--- config.mk ---
export PLATFORM = sky130hd
export DESIGN_NAME = crc3_sched
export DESIGN_NICKNAME = d
export VERILOG_FILES = /design/src/rtl/crc3_pkg.sv /design/src/rtl/crc3_serial_core.sv /design/src/rtl/crc3_sched.sv
export SDC_FILE = /design/constraint.sdc
export NUM_CORES = 1
export LEC_CHECK = 0
export ABC_AREA = 1
export ABC_CLOCK_PERIOD_IN_PS = 2150
export BUFFER_PORTS_ARGS = -buffer_cell sky130_fd_sc_hd__buf_2
export CAP_MARGIN = 20
export CORE_MARGIN = 3
export CORE_UTILIZATION = 51
export DETAILED_ROUTE_END_ITERATION = 6
export PLACE_DENSITY_LB_ADDON = 0.2
export SETUP_SLACK_MARGIN = 0.3
export SLEW_MARGIN = 25
export SYNTH_ARGS = -nofsm -noshare
export SYNTH_HDL_FRONTEND = slang
export SYNTH_SLANG_ARGS = --single-unit
--- constraint.sdc ---
create_clock -name clk -period 2.15 [get_ports clk]
set_input_delay 0.1075 -clock clk [delete_from_list [all_inputs] [get_ports clk]]
set_output_delay 0.1075 -clock clk [all_outputs]
set_load 0.02 [all_outputs]
--- src/rtl/crc3_pkg.sv ---
// Shared constants and encodings for the CRC-3 encode/check scheduler.
package crc3_pkg;

  localparam int MSG_LENGTH         = 17;  // 14 data bits + 3 check bits
  localparam int POLINOMIAL_LENGTH  = 4;   // generator width, degree 3
  localparam int CONTROL_SUM_LENGTH = 3;   // remainder / checksum width

  typedef enum logic [1:0] {
    ST_IDLE  = 2'd0,
    ST_SHIFT = 2'd1,
    ST_DONE  = 2'd2
  } state_e;

  typedef enum logic {
    SRC_ENC = 1'b0,
    SRC_CHK = 1'b1
  } src_e;

endpackage

--- src/rtl/crc3_serial_core.sv ---
// Bit-serial CRC remainder register: one message bit per enabled clock, MSB first.
module crc3_serial_core
  import crc3_pkg::*;
(
  input  logic                          clk,
  input  logic                          rst,
  input  logic                          clr,
  input  logic                          shift_en,
  input  logic                          bit_in,
  input  logic [CONTROL_SUM_LENGTH-1:0] poly,
  output logic [CONTROL_SUM_LENGTH-1:0] rem
);

  logic [CONTROL_SUM_LENGTH-1:0] rem_q, rem_d;

  // Next remainder: clear on a new job, else shift in a bit and fold in the generator.
  always_comb begin
    rem_d = rem_q;
    if (clr)
      rem_d = '0;
    else if (shift_en)
      rem_d = {rem_q[CONTROL_SUM_LENGTH-2:0], bit_in}
            ^ (rem_q[CONTROL_SUM_LENGTH-1] ? poly : '0);
  end

  // Remainder register.
  always_ff @(posedge clk) begin
    if (rst) rem_q <= '0;
    else     rem_q <= rem_d;
  end

  assign rem = rem_q;

endmodule

--- src/rtl/crc3_sched.sv ---
// Round-robin scheduler sharing one serial CRC-3 engine between an encode
// requester and a check requester.
// Timing: the accept edge clears the remainder, the next 17 edges each shift
// one bit, and the edge carrying the 17th shift also enters DONE, so out_valid
// is seen in the 18th clock counting the accept clock. The handshake edge
// returns to IDLE, so back-to-back jobs are 19 clocks apart.
module crc3_sched #(
  parameter int MSG_LENGTH        = crc3_pkg::MSG_LENGTH,
  parameter int POLINOMIAL_LENGTH = crc3_pkg::POLINOMIAL_LENGTH
) (
  input  logic                         clk,
  input  logic                         rst,
  input  logic                         enc_valid,
  output logic                         enc_ready,
  input  logic [MSG_LENGTH-1:0]        enc_msg,
  input  logic                         chk_valid,
  output logic                         chk_ready,
  input  logic [MSG_LENGTH-1:0]        chk_msg,
  input  logic [POLINOMIAL_LENGTH-1:0] polinom,
  output logic                         out_valid,
  input  logic                         out_ready,
  output logic [MSG_LENGTH-1:0]        out_msg,
  output logic                         out_src,
  output logic                         out_crc_ok,
  output logic                         busy,
  output logic [7:0]                   err_cnt
);

  import crc3_pkg::*;

  localparam int CW = $clog2(MSG_LENGTH);
  localparam logic [CW-1:0] LAST_BIT = CW'(MSG_LENGTH - 1);
  // Encode jobs carry no checksum yet: bits below the data field are zeroed.
  localparam logic [MSG_LENGTH-1:0] ENC_MASK =
    {{(MSG_LENGTH-CONTROL_SUM_LENGTH){1'b1}}, {CONTROL_SUM_LENGTH{1'b0}}};

  state_e                        state_q;
  src_e                          src_q;
  logic                          pref_enc_q;
  logic [CW-1:0]                 cnt_q;
  logic [MSG_LENGTH-1:0]         msg_q;
  logic [CONTROL_SUM_LENGTH-1:0] poly_q;
  logic                          out_valid_q;
  logic [7:0]                    err_cnt_q;

  logic                          grant_enc, grant_chk, accept, hs;
  logic                          shift_en, bit_in, rem_zero;
  logic [CONTROL_SUM_LENGTH-1:0] rem;
  logic [CW-1:0]                 bit_idx;

  // The generator's leading coefficient is implicitly 1, so its input bit is ignored.
  logic poly_msb_unused;
  assign poly_msb_unused = polinom[POLINOMIAL_LENGTH-1];

  // Round-robin grant: a lone requester always wins, a tie goes to the preferred side.
  always_comb begin
    grant_enc = enc_valid && (!chk_valid || pref_enc_q);
    grant_chk = chk_valid && (!enc_valid || !pref_enc_q);
  end

  assign enc_ready = !rst && (state_q == ST_IDLE) && grant_enc;
  assign chk_ready = !rst && (state_q == ST_IDLE) && grant_chk;
  assign accept    = enc_ready || chk_ready;
  assign hs        = (state_q == ST_DONE) && out_ready;

  assign shift_en  = (state_q == ST_SHIFT);
  assign bit_idx   = LAST_BIT - cnt_q;
  assign bit_in    = msg_q[bit_idx];
  assign rem_zero  = (rem == '0);

  crc3_serial_core u_core (
    .clk      (clk),
    .rst      (rst),
    .clr      (accept),
    .shift_en (shift_en),
    .bit_in   (bit_in),
    .poly     (poly_q),
    .rem      (rem)
  );

  // Job FSM: latch on accept, count 17 shifts, hold the result until handshake.
  always_ff @(posedge clk) begin
    if (rst) begin
      state_q     <= ST_IDLE;
      src_q       <= SRC_ENC;
      pref_enc_q  <= 1'b1;
      cnt_q       <= '0;
      msg_q       <= '0;
      poly_q      <= '0;
      out_valid_q <= 1'b0;
      err_cnt_q   <= '0;
    end else begin
      case (state_q)
        ST_IDLE: begin
          if (accept) begin
            msg_q      <= grant_chk ? chk_msg : (enc_msg & ENC_MASK);
            poly_q     <= polinom[CONTROL_SUM_LENGTH-1:0];
            src_q      <= grant_chk ? SRC_CHK : SRC_ENC;
            pref_enc_q <= grant_chk;
            cnt_q      <= '0;
            state_q    <= ST_SHIFT;
          end
        end
        ST_SHIFT: begin
          if (cnt_q == LAST_BIT) begin
            state_q     <= ST_DONE;
            out_valid_q <= 1'b1;
          end else begin
            cnt_q <= cnt_q + 1'b1;
          end
        end
        ST_DONE: begin
          if (hs) begin
            out_valid_q <= 1'b0;
            state_q     <= ST_IDLE;
            if (src_q == SRC_CHK && !rem_zero && err_cnt_q != 8'hFF)
              err_cnt_q <= err_cnt_q + 8'd1;
          end
        end
        default: state_q <= ST_IDLE;
      endcase
    end
  end

  // Result view: only driven while a result is pending, all-zero otherwise.
  always_comb begin
    out_msg    = '0;
    out_src    = 1'b0;
    out_crc_ok = 1'b0;
    if (out_valid_q) begin
      out_msg    = (src_q == SRC_CHK) ? msg_q
                 : {msg_q[MSG_LENGTH-1:CONTROL_SUM_LENGTH], rem};
      out_src    = (src_q == SRC_CHK);
      out_crc_ok = (src_q == SRC_ENC) || rem_zero;
    end
  end

  assign out_valid = out_valid_q;
  assign busy      = (state_q != ST_IDLE);
  assign err_cnt   = err_cnt_q;

endmodule

==> results.md, run 1 <==
- Clock-pin slew on the worst setup and hold paths: 0.07 ns
- CP endpoint kind: register
- Seq/Total Area, Yosys: 0.350
- Core outline area: 4380 µm²
- Post-Route WL: 5500 µm
- Cell row count: 24
- Final Cell Area: 2840 µm²
- Final Max Tran Viols: 0
- Synth cell types: 36
- Synth Net Count: 400
- Fin crit period: roughly 1.7 ns
- Initial Utilization: 0.535
- PwrDens: 585 nW/µm²
- Worst hold slack: 0.0410 ns
- Unrepaired setup endpoints after global routing: no
- Placed Area: 2720 µm²
- Top Family by Delay on Critical Path: simple AND/OR/NAND/NOR gates
- Post-route ant nets: 0
- Endpoints failing setup: 0
- Hold Path Class: primary input to register
- Initial antenna violation count: 0
- Final TNS setup: 0 ns
- TritonCTS clock tree: done
- Die area: 5440 µm²
- CP required: between 2 and 2.5 ns
- Area growth syn-to-layout: 21.0%
- Post-synth EDFFs: 0
- Final core occ: 0.647
- Tcrit/Tclk final: 0.788
- CTS Buf Count: 5
- Vias post-DR: 2,341
- Worst path max stage delay: 0.35 ns
- Clock Latency Late Sink: 0.29 ns
- Vias/cell: 4.96
- Ys async rst share: 0
- Gr ovfl total: 0
- Clk buf depth: 2
- Worst Max-Slew Pin Slew: 0.413 ns
- # port buffers: between 60 and 70
- # IOs: between 70 and 80
- WL/cell: 11.7 µm
- Post-synth top area cell: dfxtp_1
- Ys flop type: dfxtp_1
- Number of diodes: 0
- HPWL Detailed: slightly above 4000 µm
- Outcome: completed
- Top-area cell type share of the netlist area: 0.350
- Nets@finish: 467
- Cell Chain, Critical Path: inv_1 > ha_4 > nand2_1 > nor2_2 > ha_1 > inv_1 > nor3_2 > nand3_1 > nand3_1 > nand3_1 > nand2_1 > inv_1
- FMAX: ~0.59 GHz
- Crit path launch type: register
- CP Buf/Inv Count: 3
- Max Clock Skew: 0.00388 ns
- First-pass GRT wire length: 9460 µm
- Die Span X: roughly 74 µm
- Area contributors post-synth: dfxtp_1 (35%), nand2_1 (15%), inv_1 (9.1%), nand3_1 (5.8%), o21ai_0 (5.8%)
- Static Leak: approximately 1.5 nW
- RePlAce Congestion: 0.856
- Slew headroom: 0.724
- Largest net degree at the start of global routing: 37
- 1st-iter DRT viols: between 80 and 90
- CTS Root Buffer Type: clkbuf_8
- Layout cells sized above 1: 0.250
- CP max-delay cell: dfxtp_2
- Critical path class: register to register
- Vias in the first global route: 2,186
- YS warnings: 0
- Die height: 73.8 µm
- Crit path DAT: ~1.9 ns
- Synth Instances: 352
- Synthesized area: approximately 2300 µm²
- CTS H-Tree Depth: 2
- Syn Area/Cell: 6.66 µm²
- Drt drc: 0
- Max-cap violations: 0
- Gr usage total: 0.220
- CTS sink cnt: 41
- Final hold vios: 0
- Crit Path Max Fanout: 3
- #FFs+latches synth: 41
- Worst vdd ir: 282 µV
- DR pass1 iterations: 4
-- routing by layer --
metal  routed length, µm  GRT usage
met3                 311     0.0465
met5                   0          0
met4                  76     0.0684
met2                2570      0.359
met1                2550      0.288
-- tightest hold or removal path: cells and delay by family --
family,cells,cell delay [ns]
and+or+nand+nor,2,0.12
buffers and inverters,1,0.08
-- logic make-up after synthesis --
logic type | count (synthesis) | share of synthesized area
simple gates | 161 | 0.327
buf+inv | 78 | 0.133
compound gates | 63 | 0.148
flops | 41 | 0.350
fa+ha+maj | 5 | 0.0267
xor+xnor | 4 | 0.0150
-- power by group --
part	internal, mW	switching (mW)	total [mW]
clock	0.231	0.250	0.480
combinational	0.128	0.207	0.336
sequential	0.807	0.0351	0.842
total	1.17	0.492	1.66
-- path summary, 6_finish.rpt --
check / startpoint / end / slack (ns) / cells after the start
hold / removal: polinom[2] / poly_q[2]$_SDFFE_PP0P_ / 0.04 / 3
setup reg to reg: cnt_q[1]$_SDFFE_PP0P_ / u_core.rem[0]$_SDFFE_PP0P_ / 0.46 / 12
setup / recovery: cnt_q[1]$_SDFFE_PP0P_ / u_core.rem[0]$_SDFFE_PP0P_ / 0.46 / 12
hold reg to reg: err_cnt[7]$_SDFFE_PP0P_ / err_cnt[7]$_SDFFE_PP0P_ / 0.48 / 2
-- synthesized netlist by cell type, types with 2 or more instances --
cell	number
nand4_1	4
nor2_4	2
nand3_1	27
nor3_2	4
xnor2_1	2
nor2_1	14
nor3b_2	2
xor2_1	2
inv_1	57
a21oi_1	14
ha_1	5
buf_2	6
clkbuf_1	5
o31ai_1	2
dfxtp_1	41
nand2_1	95
nand2_4	3
o21ai_0	27
a31oi_1	14
inv_2	6
nor3_1	4
o21ai_1	2
-- registers in the layout, summed over array words and instances (netlist names) --
name        cells
out_valid       1
pref_enc_q      1
src_q           1
poly_q          3
cnt_q           5
u_core.rem      3
err_cnt         8
msg_q          17
state_q         2
-- per-stage QoR --
| stage | worst slack (ns) | power, mW | instances |
|---|---|---|---|
| finish | 0.455 | 1.66 | 472 |
| global route | 0.270 | 1.77 | 472 |
| floorplan | 0.350 | 1.09 | 352 |
| global placement | 0.391 | 1.17 | 464 |
| detailed placement | 0.341 | 1.18 | 464 |
| CTS | 0.330 | 1.66 | 472 |
-- cell type report --
cell class / instances / area, µm²
fill: 418 / 1550
multi-input combinational: 233 / 1240
sequential: 41 / 822
timing repair buffer: 74 / 383
inverter: 64 / 240
clock buffer: 8 / 80.1
tap: 52 / 65.1
-- repair_timing --
item	in CTS	in global routing
endpoints found under the setup margin	0	3
hold endpoints to repair	0	0
buffers inserted	0	0
resized for setup	0	8
hold buffers	0	0
-- cells in the final DEF, fill, tap and decap left out, types with 3 or more instances in the layout --
cell type / instances
dfxtp_1: 40
clkbuf_1: 3
o21ai_0: 27
a31oi_1: 14
ha_1: 3
nand2_4: 3
nor3_2: 4
nor2_1: 13
buf_4: 5
nand4_1: 4
clkbuf_8: 5
nor2_4: 3
buf_2: 69
inv_2: 6
nand2_1: 95
a21oi_1: 14
nand3_1: 27
inv_1: 57
nor3_1: 3
Note: power is estimated with default switching activity, not from simulation.
==> inputs of run 2 (changes only) <==
ABC_CLOCK_PERIOD_IN_PS = 1400   (was 2150)
CORE_UTILIZATION = 46   (was 51)
clock period = 1.4 ns   (was 2.15 ns; I/O delays follow)
==> results.md, run 2 (synthesis gave the netlist of run 1 again) <==
- Outcome: complete, but fails checks
- Failing checks: setup timing
- Max Clock Skew: between 0.004 and 0.005 ns
- Worst Max-Slew Pin Slew: approximately 0.33 ns
- Critical path class: register to register
- Slew headroom: 0.778
- Final core occ: 0.818
- Clk buf depth: 2
- HPWL Detailed: 4620 µm
- Endpoints failing setup: 31
- CP startpoint: cnt_q[1]$_SDFFE_PP0P_
- Crit path DAT: 1.83 ns
- # IOs: 74
- Die height: 77.4 µm
- Layout cells sized above 1: 0.513
- Clock-pin slew on the worst setup and hold paths: 0.08 ns
- Cell Chain, Critical Path: inv_2 > ha_4 > nand2_4 > nor2_4 > ha_4 > nor2_4 > nor2_4 > nor3_4 > nand2_2 > nand2_1 > nor3b_2
- Commonest non-fill, non-tap cell in the layout: nand2_1
- Clk network pwr share: 0.266
- Most frequent cells in the layout: nand2_1 (87), buf_2 (62), inv_1 (51)
- CTS sink cnt: 41
- CP required: 1.63 ns
- Area growth syn-to-layout: 68.1%
- Fin crit period: approximately 1.6 ns
- Drt drc: 0
- Logic pwr share: 0.313
- Nets@finish: roughly 530
- Power share of the sequential group: 0.421
- Cell row count: 25
- CP max-delay cell: dfxtp_2
- Gr ovfl total: 0
- Gr usage total: 0.237
- Final worst slack: -0.198 ns
- Initial antenna violation count: 0
- CP Buf/Inv Count: 1
- Max-cap violations: 0
- Power Internal: 2.11 mW
- Initial Utilization: 0.486
- RePlAce Congestion: 0.891
- Top Family by Delay on Critical Path: simple AND/OR/NAND/NOR gates
- Final Max Tran Viols: 0
- Crit Path Max Fanout: 3
- Die area: 5990 µm²
- Max reg flops: 17
- 1st-iter DRT viols: 100
- Hold Path Class: primary input to register
- Core outline area: 4820 µm²
- Post-Route WL: 7370 µm
- Vias in the first global route: 2,493
- Unrepaired setup endpoints after global routing: yes
- Reg with most FFs: msg_q
- Final hold vios: 0
- Hold Startpoint: chk_msg[0]
- Switch share: 0.315
- Crit path launch type: register
- Static Leak: just under 2 nW
- Placed Area: 3120 µm²
- # port buffers: 69
- Vias post-DR: 2,728
- Final Cell Area: a little under 4000 µm²
- Clock Latency Late Sink: 0.30 ns
- Number of diodes: 0
- Largest net degree at the start of global routing: 23
- WL/cell: 13.5 µm
- CTS Root Buffer Type: clkbuf_8
- Switching power of the nets: 0.971 mW
- CTS H-Tree Depth: 2
- DR pass1 iterations: 5
- Most frequent CP cell: nor2_4
- Worst path max stage delay: 0.34 ns
- Vias/cell: 4.99
- Die Span X: 77.4 µm
- Reg2reg start: cnt_q[1]$_SDFFE_PP0P_
- CTS Buf Count: 5
- Post-route ant nets: 0
- First-pass GRT wire length: 11,400 µm
- PwrDens: 781 nW/µm²
- Tcrit/Tclk final: 1.14
- CP endpoint kind: register
- TritonCTS clock tree: done
- FMAX: 0.626 GHz
- Worst vdd ir: 525 µV
[run 2: cell count changes in the layout (fill, tap and decap cells not counted), sizes merged]
cell / before / now
buf: 74 / 131
dlygate4sd3: 0 / 2
nand2: 99 / 100
[run 2: timing repair]
action / in CTS / in global routing
buffers inserted: 16 / 8
pin swaps: 25 / 19
hold buffers: 2 / 0
cloned: 4 / 0
endpoints found under the hold margin: 2 / 0
endpoints found under the setup margin: 62 / 62
gates resized for setup: 86 / 50
[run 2: cell type report]
type                       count  area [µm²]
multi-input combinational    234        1590
timing repair buffer         133        1070
fill                         298         878
sequential                    41         847
inverter                      64         260
clock buffer                   8        90.1
tap                           67        83.8
[run 2: per-stage QoR]
| step | TNS (ns) | worst slack, ns | total power [mW] | hold slack (ns) | std cells |
|---|---|---|---|---|---|
| 5_1_grt | -5.25 | -0.279 | 3.22 | 0.0188 | 547 |
| 6_report | -2.56 | -0.198 | 3.08 | 0.0189 | 547 |
| 3_3_place_gp | -0.440 | -0.142 | 1.92 | 0.294 | 509 |
| 4_1_cts | -2.53 | -0.222 | 2.99 | 0.0131 | 539 |
| 2_1_floorplan | -0.759 | -0.242 | 1.73 | 0.205 | 352 |
| 3_5_place_dp | -0.937 | -0.229 | 1.93 | 0.301 | 509 |
[run 2: path summary, 6_finish.rpt]
check / to / slack [ns] / cells past startpoint
max: cnt_q[4]$_SDFFE_PP0P_ / -0.20 / 11
min: msg_q[0]$_SDFFE_PP0P_ / 0.02 / 3
max reg2reg: cnt_q[4]$_SDFFE_PP0P_ / -0.20 / 11
min reg2reg: err_cnt[7]$_SDFFE_PP0P_ / 0.49 / 2
[run 2: per-layer routing]
metal	part of all wire	routed length (µm)	track usage
met1	0.42	3130	0.296
met2	0.50	3690	0.395
met3	0.059	435	0.0592
met4	0.016	117	0.0836
met5	0	0	0
[run 2: power by group through the flow]
stage	registers [mW]	clock network, mW	logic, mW
after floorplan	1.29	0	0.437
after global placement	1.31	0	0.611
after detailed placement	1.31	0	0.619
after CTS	1.29	0.825	0.875
after global routing	1.31	0.881	1.04
final	1.30	0.820	0.962
[run 2: worst reg2reg max path, stage by stage (launching register included)]
cell and delay, ns:
dfxtp_2 0.34, inv_2 0.05, ha_4 0.16, nand2_4 0.07, nor2_4 0.04, ha_4 0.17
nor2_4 0.14, nor2_4 0.06, nor3_4 0.20, nand2_2 0.11, nand2_1 0.06, nor3b_2 0.13
==> inputs of run 3 (changes only) <==
ABC_CLOCK_PERIOD_IN_PS = 1800   (was 1400)
CORE_UTILIZATION = 53   (was 46)
CTS_BUF_LIST = sky130_fd_sc_hd__clkbuf_4   (was not set)
SETUP_SLACK_MARGIN = 0.4   (was 0.3)
clock period = 1.8 ns   (was 1.4 ns; I/O delays follow)
==> results.md, run 3 (synthesis gave the netlist of run 1 again) <==
- Outcome: complete, but fails checks
- Failing checks: DRC
- Clk buf depth: 2
- Clk network pwr share: 0.304
- Die area: 5260 µm²
- M1 WL: 3860 µm
- # port buffers: 69
- HPWL Detailed: 4250 µm
- Switch share: 0.332
- Commonest non-fill, non-tap cell in the layout: nand2_1
- DR pass1 iterations: 7
- Worst Max-Slew Pin Slew: 0.387 ns
- TritonCTS clock tree: done
- CTS H-Tree Depth: 2
- Die Span X: about 72 µm
- Max Clock Skew: 0.00621 ns
- Slew headroom: 0.740
- Fin crit period: about 1.8 ns
- Crit path launch type: register
- Reg with most FFs: msg_q
- Final hold vios: 0
- Final core occ: 0.930
- Vias/cell: approximately 6.5
- Endpoints failing setup: 0
- Crit Path Max Fanout: 3
- Hold Path Class: primary input to register
- Hold Crit Depth: 3
- CP required: 2.09 ns
- Vias post-DR: 3,451
- Static Leak: 1.89 nW
- Core outline area: 4140 µm²
- Post-Route WL: around 12,000 µm
- Gr ovfl total: 0
- Met3 wire len: 1680 µm
- First-pass GRT wire length: 12,300 µm
- CP endpoint kind: register
- Worst Hold End: msg_q[7]$_SDFFE_PP0P_
- Switching power of the nets: 0.853 mW
- Clock Latency Late Sink: 0.37 ns
- Hold Startpoint: enc_msg[7]
- Top layer in use: met4
- CTS Root Buffer Type: clkbuf_4
- FF-to-FF setup slack: 0.03 ns
- Final Max Tran Viols: 0
- Unrepaired setup endpoints after global routing: yes
- Logic pwr share: 0.298
- PwrDens: 666 nW/µm²
- Power Internal: 1.71 mW
- RR Endpoint: u_core.rem[0]$_SDFFE_PP0P_
- Post-route ant nets: 0
- Critical path class: register to register
- CTS Buf Count: 5
- RePlAce Congestion: 0.870
- Routed wl met2: 5490 µm
- FMAX: 0.566 GHz
- Worst hold slack: just over 0.05 ns
- Number of diodes: 0
- Power share of the sequential group: 0.398
- Max reg flops: 17
- Tcrit/Tclk final: 0.981
- Worst vdd ir: 497 µV
- Nets@finish: about 530
- Vias in the first global route: 2,748
- Largest net degree at the start of global routing: 23
- Layout cells sized above 1: 0.384
- Initial antenna violation count: 0
- Drt drc: 15
- Cell row count: 23
- Reg2reg start: cnt_q[0]$_SDFFE_PP0P_
- CTS sink cnt: 41
- Gr usage total: 0.295
- Die height: 72.5 µm
- Cell count of the worst reg-to-reg path: 12
- Most frequent cells in the layout: nand2_1 (89), buf_2 (65), inv_1 (50)
- Clock-pin slew on the worst setup and hold paths: 0.13 ns
- Initial Utilization: 0.566
- 1st-iter DRT viols: 553
- # IOs: 74
- Max-cap violations: 0
- WL/cell: 22.9 µm
- Crit path DAT: between 2 and 2.5 ns
- Area growth syn-to-layout: 64.5%
-- run 3: what timing repair did --
item | CTS | global route
pin swaps | 17 | 15
gates resized for setup | 23 | 75
setup endpoints to repair | 33 | 41
gates cloned | 1 | 4
setup buffers | 9 | 10
hold buffers | 32 | 0
endpoints found under the hold margin | 19 | 0
-- run 3: metal layers --
layer  up-vias  GRT usage
li1       1376          -
met1      1508      0.365
met2       437      0.487
met3       130     0.0706
met4         0      0.129
met5         -          0
-- run 3: critical path, stage by stage, from the launching register on --
cell,delay (ns)
dfxtp_2,0.39
inv_4,0.05
ha_4,0.17
xnor2_1,0.33
nand3_1,0.17
nand3_1,0.12
nand2_1,0.06
nand2_1,0.08
nand2_1,0.07
nand2_1,0.07
nand3_1,0.06
nand2_1,0.06
inv_1,0.04
-- run 3: how the worst max path moves through the flow --
stage | start | endpoint | slack [ns] | cells after the start
after global routing | cnt_q[0]$_SDFFE_PP0P_ | u_core.rem[0]$_SDFFE_PP0P_ | -0.05 | 12
after floorplan | cnt_q[0]$_SDFFE_PP0P_ | cnt_q[4]$_SDFFE_PP0P_ | 0.16 | 12
after CTS | cnt_q[1]$_SDFFE_PP0P_ | u_core.rem[0]$_SDFFE_PP0P_ | 0.21 | 12
after global placement | cnt_q[1]$_SDFFE_PP0P_ | cnt_q[4]$_SDFFE_PP0P_ | 0.16 | 11
final | cnt_q[0]$_SDFFE_PP0P_ | u_core.rem[0]$_SDFFE_PP0P_ | 0.03 | 12
after detailed placement | cnt_q[1]$_SDFFE_PP0P_ | cnt_q[4]$_SDFFE_PP0P_ | 0.10 | 11
-- run 3: area by class of cell --
class                           count  area (µm²)
Tap cell                           50        62.6
Sequential cell                    41         850
Fill cell                         147         289
Timing Repair Buffer              132        1080
Multi-Input combinational cell    233        1500
Clock buffer                        5        37.5
Clock inverter                      3        65.1
Timing Repair inverter              1        7.51
Inverter                           64         256
-- run 3: power groups by stage --
stage          logic (mW)  clock network, mW  registers (mW)
6_report            0.765              0.780            1.02
5_1_grt             0.791              0.799            1.02
4_1_cts             0.519              0.749           0.996
3_5_place_dp        0.408                  0            1.02
3_3_place_gp        0.402                  0            1.01
2_1_floorplan       0.306                  0            1.01
-- run 3: metrics by stage --
stage	power, mW	TNS [ns]	cells	worst slack, ns	instance area, µm²
2_1_floorplan	1.31	0	352	0.157	2410
3_3_place_gp	1.42	0	465	0.160	2800
3_5_place_dp	1.42	0	465	0.102	2800
4_1_cts	2.26	0	515	0.213	3390
5_1_grt	2.61	-0.0536	529	-0.0536	3850
6_report	2.57	0	529	0.0344	3850
